===== src/rtl/muldiv_pkg.sv =====
// Shared encodings for the multiply/divide unit: operation codes used by decode
// and the sequencer state type.
package muldiv_pkg;

  localparam logic [1:0] OP_MULT  = 2'd0;
  localparam logic [1:0] OP_MULTU = 2'd1;
  localparam logic [1:0] OP_DIV   = 2'd2;
  localparam logic [1:0] OP_DIVU  = 2'd3;

  typedef enum logic [1:0] {
    ST_IDLE = 2'd0,
    ST_CALC = 2'd1,
    ST_FIX  = 2'd2,
    ST_DONE = 2'd3
  } state_t;

endpackage


===== src/rtl/muldiv_unit.sv =====
// Iterative MULT/MULTU/DIV/DIVU unit: one bit per cycle on magnitudes, sign fix-up
// in a single cycle, then a one-cycle HI/LO write strobe toward the register file.
module muldiv_unit
  import muldiv_pkg::*;
#(
  parameter int WIDTH = 32
) (
  input  logic             clk,
  input  logic             rst,
  input  logic             start,
  input  logic [1:0]       op,
  input  logic [WIDTH-1:0] a,
  input  logic [WIDTH-1:0] b,
  input  logic             cancel,
  output logic             busy,
  output logic             done,
  output logic             hi_we,
  output logic             lo_we,
  output logic [WIDTH-1:0] hi_data,
  output logic [WIDTH-1:0] lo_data
);

  localparam int CW = (WIDTH > 1) ? $clog2(WIDTH) : 1;

  state_t             state, state_nxt;
  logic [CW-1:0]      cnt;
  logic [2*WIDTH-1:0] acc;
  logic [WIDTH-1:0]   opnd;
  logic               is_div, neg_res, neg_rem, div_zero;

  logic               launch, last_iter;
  logic               signed_op, a_neg, b_neg;
  logic [WIDTH-1:0]   a_mag, b_mag;
  logic [WIDTH:0]     mul_sum, rem_sh, diff;
  logic [2*WIDTH-1:0] acc_nxt, prod;
  logic [WIDTH-1:0]   quo, rem, hi_fix, lo_fix;

  always_comb begin
    launch    = ((state == ST_IDLE) || (state == ST_DONE)) && start && !cancel;
    last_iter = (cnt == CW'(WIDTH - 1));
    signed_op = (op == OP_MULT) || (op == OP_DIV);
    a_neg     = signed_op & a[WIDTH-1];
    b_neg     = signed_op & b[WIDTH-1];
    a_mag     = a_neg ? -a : a;
    b_mag     = b_neg ? -b : b;
  end

  always_ff @(posedge clk or posedge rst) begin
    if (rst) state <= ST_IDLE;
    else     state <= state_nxt;
  end

  always_comb begin
    state_nxt = state;
    case (state)
      ST_IDLE: if (launch) state_nxt = ST_CALC;
      ST_CALC: begin
        if (cancel)         state_nxt = ST_IDLE;
        else if (last_iter) state_nxt = ST_FIX;
      end
      ST_FIX:  state_nxt = cancel ? ST_IDLE : ST_DONE;
      ST_DONE: state_nxt = launch ? ST_CALC : ST_IDLE;
      default: state_nxt = ST_IDLE;
    endcase
  end

  assign busy  = (state == ST_CALC) || (state == ST_FIX);
  assign done  = (state == ST_DONE);
  assign hi_we = done;
  assign lo_we = done;

  // Multiply keeps {partial, multiplier} in acc; divide keeps {remainder, dividend/quotient}.
  always_comb begin
    mul_sum = {1'b0, acc[2*WIDTH-1:WIDTH]} + (acc[0] ? {1'b0, opnd} : '0);
    rem_sh  = {acc[2*WIDTH-1:WIDTH], acc[WIDTH-1]};
    diff    = rem_sh - {1'b0, opnd};
    if (is_div) begin
      if (diff[WIDTH]) acc_nxt = {rem_sh[WIDTH-1:0], acc[WIDTH-2:0], 1'b0};
      else             acc_nxt = {diff[WIDTH-1:0], acc[WIDTH-2:0], 1'b1};
    end else begin
      acc_nxt = {mul_sum, acc[WIDTH-1:1]};
    end
  end

  // With a zero divisor every trial subtract succeeds, so the remainder is the dividend
  // magnitude and restoring its sign reproduces the raw dividend for HI.
  always_comb begin
    prod = neg_res ? -acc : acc;
    quo  = acc[WIDTH-1:0];
    rem  = acc[2*WIDTH-1:WIDTH];
    if (is_div) begin
      hi_fix = neg_rem ? -rem : rem;
      if (div_zero)     lo_fix = '1;
      else if (neg_res) lo_fix = -quo;
      else              lo_fix = quo;
    end else begin
      hi_fix = prod[2*WIDTH-1:WIDTH];
      lo_fix = prod[WIDTH-1:0];
    end
  end

  always_ff @(posedge clk or posedge rst) begin
    if (rst) begin
      cnt      <= '0;
      acc      <= '0;
      opnd     <= '0;
      is_div   <= 1'b0;
      neg_res  <= 1'b0;
      neg_rem  <= 1'b0;
      div_zero <= 1'b0;
      hi_data  <= '0;
      lo_data  <= '0;
    end else begin
      case (state)
        ST_IDLE, ST_DONE: begin
          if (launch) begin
            cnt      <= '0;
            is_div   <= op[1];
            neg_res  <= a_neg ^ b_neg;
            neg_rem  <= a_neg;
            div_zero <= op[1] && (b == '0);
            if (op[1]) begin
              opnd <= b_mag;
              acc  <= {{WIDTH{1'b0}}, a_mag};
            end else begin
              opnd <= a_mag;
              acc  <= {{WIDTH{1'b0}}, b_mag};
            end
          end
        end
        ST_CALC: begin
          acc <= acc_nxt;
          cnt <= cnt + CW'(1);
        end
        ST_FIX: begin
          if (!cancel) begin
            hi_data <= hi_fix;
            lo_data <= lo_fix;
          end
        end
        default: ;
      endcase
    end
  end

endmodule


===== config.mk =====
export PLATFORM = sky130hd
export DESIGN_NAME = muldiv_unit
export DESIGN_NICKNAME = d
export VERILOG_FILES = /design/src/rtl/muldiv_pkg.sv /design/src/rtl/muldiv_unit.sv
export SDC_FILE = /design/constraint.sdc
export NUM_CORES = 1
export LEC_CHECK = 0
export ABC_CLOCK_PERIOD_IN_PS = 5200
export BUFFER_PORTS_ARGS = -buffer_cell sky130_fd_sc_hd__buf_4
export CAP_MARGIN = 0
export CORE_UTILIZATION = 40
export DETAILED_ROUTE_END_ITERATION = 16
export GPL_TIMING_DRIVEN = 0
export SYNTH_ARGS = -nofsm -noshare
export SYNTH_HDL_FRONTEND = slang
export SYNTH_SLANG_ARGS = --single-unit

===== constraint.sdc =====
create_clock -name clk -period 5.2 [get_ports clk]
set_input_delay 0.52 -clock clk [delete_from_list [all_inputs] [get_ports clk]]
set_output_delay 0.52 -clock clk [all_outputs]
set_load 0.05 [all_outputs]

==> Word-level counts from Yosys, hierarchy flattened <==
Index checks and enable logic that the tools add are counted.
{ "totals": {"reg_bits": 171, "latch_bits": 0, "ram_bits": 0, "romBits": 0, "in_bits": 70, "output_inout_bits": 68, "elab_cells": 69, "memories": 0} }
{ "op_classes": {"n_addsub": 8, "n_mul": 0, "div": 0, "n_lt_le_gt_ge": 0, "eq_ne": 8, "shifts": 0, "mux": 23, "bitwise_logic": 4, "n_reduce_logical": 16} }
{ "ops": {"columns": ["op", "n"], "rows": [
  ["2-to-1 mux 32 bit", 10],
  ["2-to-1 mux 64 bit", 4],
  ["negator 32 bit", 4],
  ["one-hot mux 64 bit (2 select lines)", 1],
  ["negator 64 bit", 1],
  ["adder 32 x 32 -> 33 bit", 1],
  ["subtractor 33 x 32 -> 33 bit", 1],
  ["logical NOT 32 bit", 1],
  ["one-hot mux 5 bit (2 select lines)", 1],
  ["2-to-1 mux 2 bit", 4],
  ["one-hot mux 2 bit (4 select lines)", 1],
  ["AND reduction 2 bit", 4],
  ["== test 2 bit (second input constant)", 3],
  ["adder 5 x 1 -> 5 bit (second input constant)", 1],
  ["== test 5 bit (second input constant)", 1],
  ["2-to-1 mux 5 bit", 1],
  ["logical NOT 2 bit", 2],
  ["inequality test 2 bit (second input constant)", 2],
  ["logical AND 1 bit", 3],
  ["logical OR 1 bit", 3],
  ["inequality test 3 bit (second input constant)", 1],
  ["AND 1 bit", 2],
  ["== test 2 x 1 -> 1 bit (second input constant)", 1],
  ["nonzero test 2 bit", 1],
  ["5 further kinds", 5]
]} }

==> Logic depth before layout (Yosys ltp) <==
{ "logic_depth": {"ltp_word": 7, "mapped_depth": 14, "mapped_depth_nobuf": 13} }

==> Worst setup path after synthesis <==
No wires, ideal clock.
{ "synth_path": {"kind": "register to register", "start": "register acc[45]", "end": "register acc[32]", "setup_time_ns": 0.145, "t_arrival_ns": 3.182, "required_time_ns": 5.055, "setup_slack_ns": 1.873, "path_stages_with_launch": 14, "n_path_buf": 3, "synth_period_minus_slack_ns": 3.327, "path_cell_list": "dfrtp_1 > ha_1 > clkbuf_1 > nand4_1 > or2_2 > a2111o_1 > a211oi_1 > nor4_1 > xnor2_1 > buf_2 > clkbuf_1 > nand2_1 > o211ai_1 > o221ai_1"} }
{ "synth_via": {"elab_chain_cells": 4} }
{ "synth_lines": {"columns": ["element", "line", "rtl"], "rows": [
  ["start: declaration", "muldiv_unit.sv:27", "logic [2*WIDTH-1:0] acc;"],
  ["start signal: assignment", "muldiv_unit.sv:124", "acc <= {{WIDTH{1'b0}}, a_mag};"],
  ["start signal: assignment", "muldiv_unit.sv:127", "acc <= {{WIDTH{1'b0}}, b_mag};"],
  ["start signal: assignment", "muldiv_unit.sv:132", "acc <= acc_nxt;"],
  ["subtractor 33 x 32 -> 33 bit", "muldiv_unit.sv:76", "diff = rem_sh - {1'b0, opnd};"],
  ["2-to-1 mux 64 bit", "muldiv_unit.sv:78", "if (diff[WIDTH]) acc_nxt = {rem_sh[WIDTH-1:0], acc[WIDTH-2:0], 1'b0};"],
  ["2-to-1 mux 64 bit", "muldiv_unit.sv:77", "if (is_div) begin"],
  ["one-hot mux 64 bit (2 select lines)", "muldiv_unit.sv:114", "case (state)"]
]} }
No other way between the ends.
A chain may end at the register's enable or synchronous reset.

==> Worst setup path after layout <==
{ "layout_path": {"start": "register acc[31]", "end": "register acc[32]"} }
{ "layout_via": {"elab_chain_cells": 4} }
{ "layout_lines": {"columns": ["element", "line"], "rows": [
  ["subtractor 33 x 32 -> 33 bit", "muldiv_unit.sv:76"],
  ["2-to-1 mux 64 bit *", "muldiv_unit.sv:78"],
  ["2-to-1 mux 64 bit *", "muldiv_unit.sv:77"],
  ["one-hot mux 64 bit (2 select lines) *", "muldiv_unit.sv:114"]
]} }
Every way passes the cells marked *; elsewhere a longest branch is shown, timed or not.

==> run_results.csv <==
group,metric,value,unit
logic_synthesis,syn_area,14200,sq um
final_layout,seq_area,4280,sq um
floorplanning,initial_core_util,40.9,%
timing,hold_viol,0,
pwr,p_clk_share,12.9,%
pwr,leakage,7.11,nW
final_layout,post-route-util,47.4,%
pwr,vdd_drop_max,462,uV
timing,period_needed,4710,ps
clock_tree,clkTransAtPathRegs,70,ps
drt,routedWlPerCell,21.7,um
worst_setup_path,crit_required,5490,ps
drt,drtPass1Iterations,5,
final_layout,layout.cells.non_filler,2436,
worst_setup_path,reg2reg_from,"acc[31]$_DFFE_PP0P_",
final_layout,diodes,0,
timing,clock_skew,12.4,ps
logic_synthesis,avgSynthCellArea,7.85,sq um
floorplanning,die_w,191,um
clock_tree,cts_max_level,4,
placed_design,place_area,15900,sq um
clock_tree,cts_resized,0,
logic_synthesis,yosysTopAreaCell,"dfrtp_1",
pwr,power_switching,0.00592,W
drt,num_vias,14400,
floorplanning,io_pins,138,
drt,ant_nets,0,
clock_tree,post_cts_buffers,0,
timing,drv_slew,0,
grt,overflow,0,
pwr,p_per_area,675,nW/um^2
final_layout,multi_input_area,9330,sq um
floorplanning,die_height,191,um
logic_synthesis,synth_seq_cells,171,
placed_design,io_buffers,136,
final_layout,area_growth,15.9,%
logic_synthesis,synthArstFlopShare,100,%
logic_synthesis,synth.area.top_cells,"dfrtp_1 (30%), a21oi_1 (6.9%), ha_1 (6.6%)",
grt,grt_pass1_vias,13700,
drt,wl_met3,3590,um
pwr,intPower,0.00520,W
grt,grt_pass1_wl,80500,um
worst_setup_path,crit_type,"flip-flop to flip-flop",
clock_tree,clock-sinks,171,
min_path,hold_class,"input pin to asynchronous set/reset pin",
drt,drt_iter0_markers,1297,
pwr,p_comb_share,64.4,%
logic_synthesis,synth_cell_type_count,72,
logic_synthesis,synth_ff_type,"dfrtp_1",
grt,antenna_found_initial,1,
worst_setup_path,r2r.worst_path.cells,14,
timing,slew_headroom,29.3,%
logic_synthesis,synth_top_area_share,30.1,%
floorplanning,dieArea,36300,sq um
worst_setup_path,cp-start-kind,"flip-flop",
worst_setup_path,startpoint,"acc[31]$_DFFE_PP0P_",
final_layout,drive_above_1_share,10.8,%
drt,vias_per_cell,5.89,
clock_tree,cts-hold-fix-buffers,0,
job,maxCapViolCount,0,
worst_setup_path,worstPathMaxFanout,10,
final_layout,final_net_count,2117,
logic_synthesis,synth_nets,1961,
timing,grt_setup_unrepaired,"false",
logic_synthesis,synth_edf_count,0,
timing,setup_viol,0,
timing,post-route-period-util,90.6,%
final_layout,fin_area,16500,sq um
worst_setup_path,cp-end-kind,"flip-flop",
grt,grt_max_degree,107,
clock_tree,cts_root_buf,"clkbuf_16",
logic_synthesis,yosys_warnings,0,
worst_setup_path,worstPathArrival,5000,ps
clock_tree,cts_tree,"yes",
drt,routed_wl,52900,um
outcome,status,"complete, no violations",
clock_tree,clock_path_buffers,2,
pwr,swShare,53.3,%
floorplanning,core,34800,sq um
grt,grt_usage,29.5,%
timing,max_freq,0.212,GHz
clock_tree,clk_latency,470,ps
pwr,fin_total_pwr,0.0111,W
floorplanning,placementRows,68,
drt,wl_met1,24500,um
timing,hold_ws,103,ps
drt,dr_wl_met2,23200,um
placed_design,dp_hpwl,42200,um
timing,worstMarginPinSlew,1060,ps
logic_synthesis,synth-seq-area-share,30.1,%
clock_tree,cts_buffers,17,
drt,highest_layer,"met4",
drt,drc,0,
pwr,seq_power_share,22.7,%
logic_synthesis,syn_inst,1814,
placed_design,dp.cells,2406,
final_layout,fill_cells,3478,
placed_design,place.gp.congestion,0.968,
[metal layers]
layer / global-route usage (%) / up-vias
li1: - / 6794
met1: 41.6 / 6935
met2: 45.0 / 542
met3: 4.77 / 84
met4: 11.1 / 0
met5: 0 / -
[path summary, 6_finish.rpt]
check                                          endpoint  slack, ps
worst max register to register      acc[32]$_DFFE_PP0P_        490
min in group clk                    neg_res$_DFFE_PP0P_        340
worst min-delay path            lo_data[30]$_DFFE_PP0P_        100
worst min register to register  hi_data[11]$_DFFE_PP0P_        480
worst max-delay path                acc[32]$_DFFE_PP0P_        490
max in group asynchronous           acc[47]$_DFFE_PP0P_       4180
[cells by family after synthesis]
family                   Yosys count  share of synthesized area (%)
multiplexers                      65                           4.74
AND/OR/NAND/NOR                  575                           18.2
flip-flops                       171                           30.1
AO/OA/AOI/OAI                    590                           25.0
adder cells (fa/ha/maj)           77                           6.87
buffers and inverters            161                           4.38
XOR/XNOR                         175                           10.8
[critical path, stage by stage (launching register included)]
cell      delay (ps)
dfrtp_1          550
inv_1            240
ha_1             300
fa_1             430
nor2b_1          230
o31ai_1          160
a2111o_1         510
a211oi_1         290
nor4_1           100
xnor2_1          390
buf_2            390
clkbuf_1         580
nand2_1          120
o211ai_1         100
o221ai_1         140
[power by group through the flow]
stage / combinational, W / sequential [W] / clock [W]
2_1_floorplan: 0.00428 / 0.00308 / 0
3_3_place_gp: 0.00703 / 0.00251 / 0
3_5_place_dp: 0.00706 / 0.00253 / 0
4_1_cts: 0.00708 / 0.00251 / 0.00144
5_1_grt: 0.00777 / 0.00259 / 0.00149
6_report: 0.00716 / 0.00253 / 0.00143
[per-stage QoR]
stage	TNS (ps)	worst slack, ps
after global routing	0	265
after floorplan	0	48.2
after global placement	-382940	-2260
after detailed placement	0	655
after CTS	0	591
final	0	491
[synthesized netlist by cell type, types with 11 or more instances]
| cell type | n |
|---|---|
| dfrtp_1 | 171 |
| a31oi_1 | 17 |
| nand2_1 | 195 |
| mux2i_1 | 46 |
| o211ai_1 | 20 |
| a21oi_1 | 197 |
| o31ai_1 | 24 |
| a21o_1 | 26 |
| xnor2_1 | 92 |
| nor3_1 | 38 |
| nor2b_1 | 17 |
| a211oi_1 | 28 |
| inv_1 | 60 |
| or3_1 | 14 |
| nand4_1 | 12 |
| a22oi_1 | 11 |
| mux2_2 | 19 |
| nand2b_1 | 14 |
| nor4_1 | 17 |
| o21ai_0 | 177 |
| nand3_1 | 19 |
| xor2_1 | 83 |
| clkbuf_1 | 87 |
| o221ai_1 | 11 |
| nor2_1 | 205 |
| ha_1 | 75 |
| o21a_1 | 14 |
[flip-flops by register name (all words and copies together), names as in the netlist, 2 cells and up]
name / cells
state: 2
lo_data: 32
opnd: 32
hi_data: 32
acc: 64
cnt: 5
[final cells by class]
cell class              instances  share of cell area, %
clock buffers                  21                   2.85
flip-flops and latches        171                   26.0
well taps                     455                   3.45
multi-input cells            1482                   56.6
repair buffers                137                   6.36
inverters                      60                   1.41
clock inverters                 9                  0.971
plain buffers                 101                   2.41
[placed cells by master, fill, tap and decap left out, drive strengths merged, types with 4 or more instances in the layout]
cell and n:
nor2 206, a21oi 198, nand2 195, o21ai 183, dfrtp 171, buf 151
clkbuf 108, xnor2 92, xor2 83, ha 75, inv 62, mux2i 46
nor3 38, a211oi 28, a21o 26, o31ai 25, o211ai 20, nand3 19
mux2 19, nor2b 17, nor4 17, a31oi 17, or3 16, nand2b 14
o21a 14, nand4 12, a22oi 11, o221ai 11, o41ai 11, or4 10
or2 7, and2 6, o21bai 6, and3 5, a41oi 5, a221o 5
a21boi 5, o31a 4, bufinv 4
(Power assumes the default switching activity.)
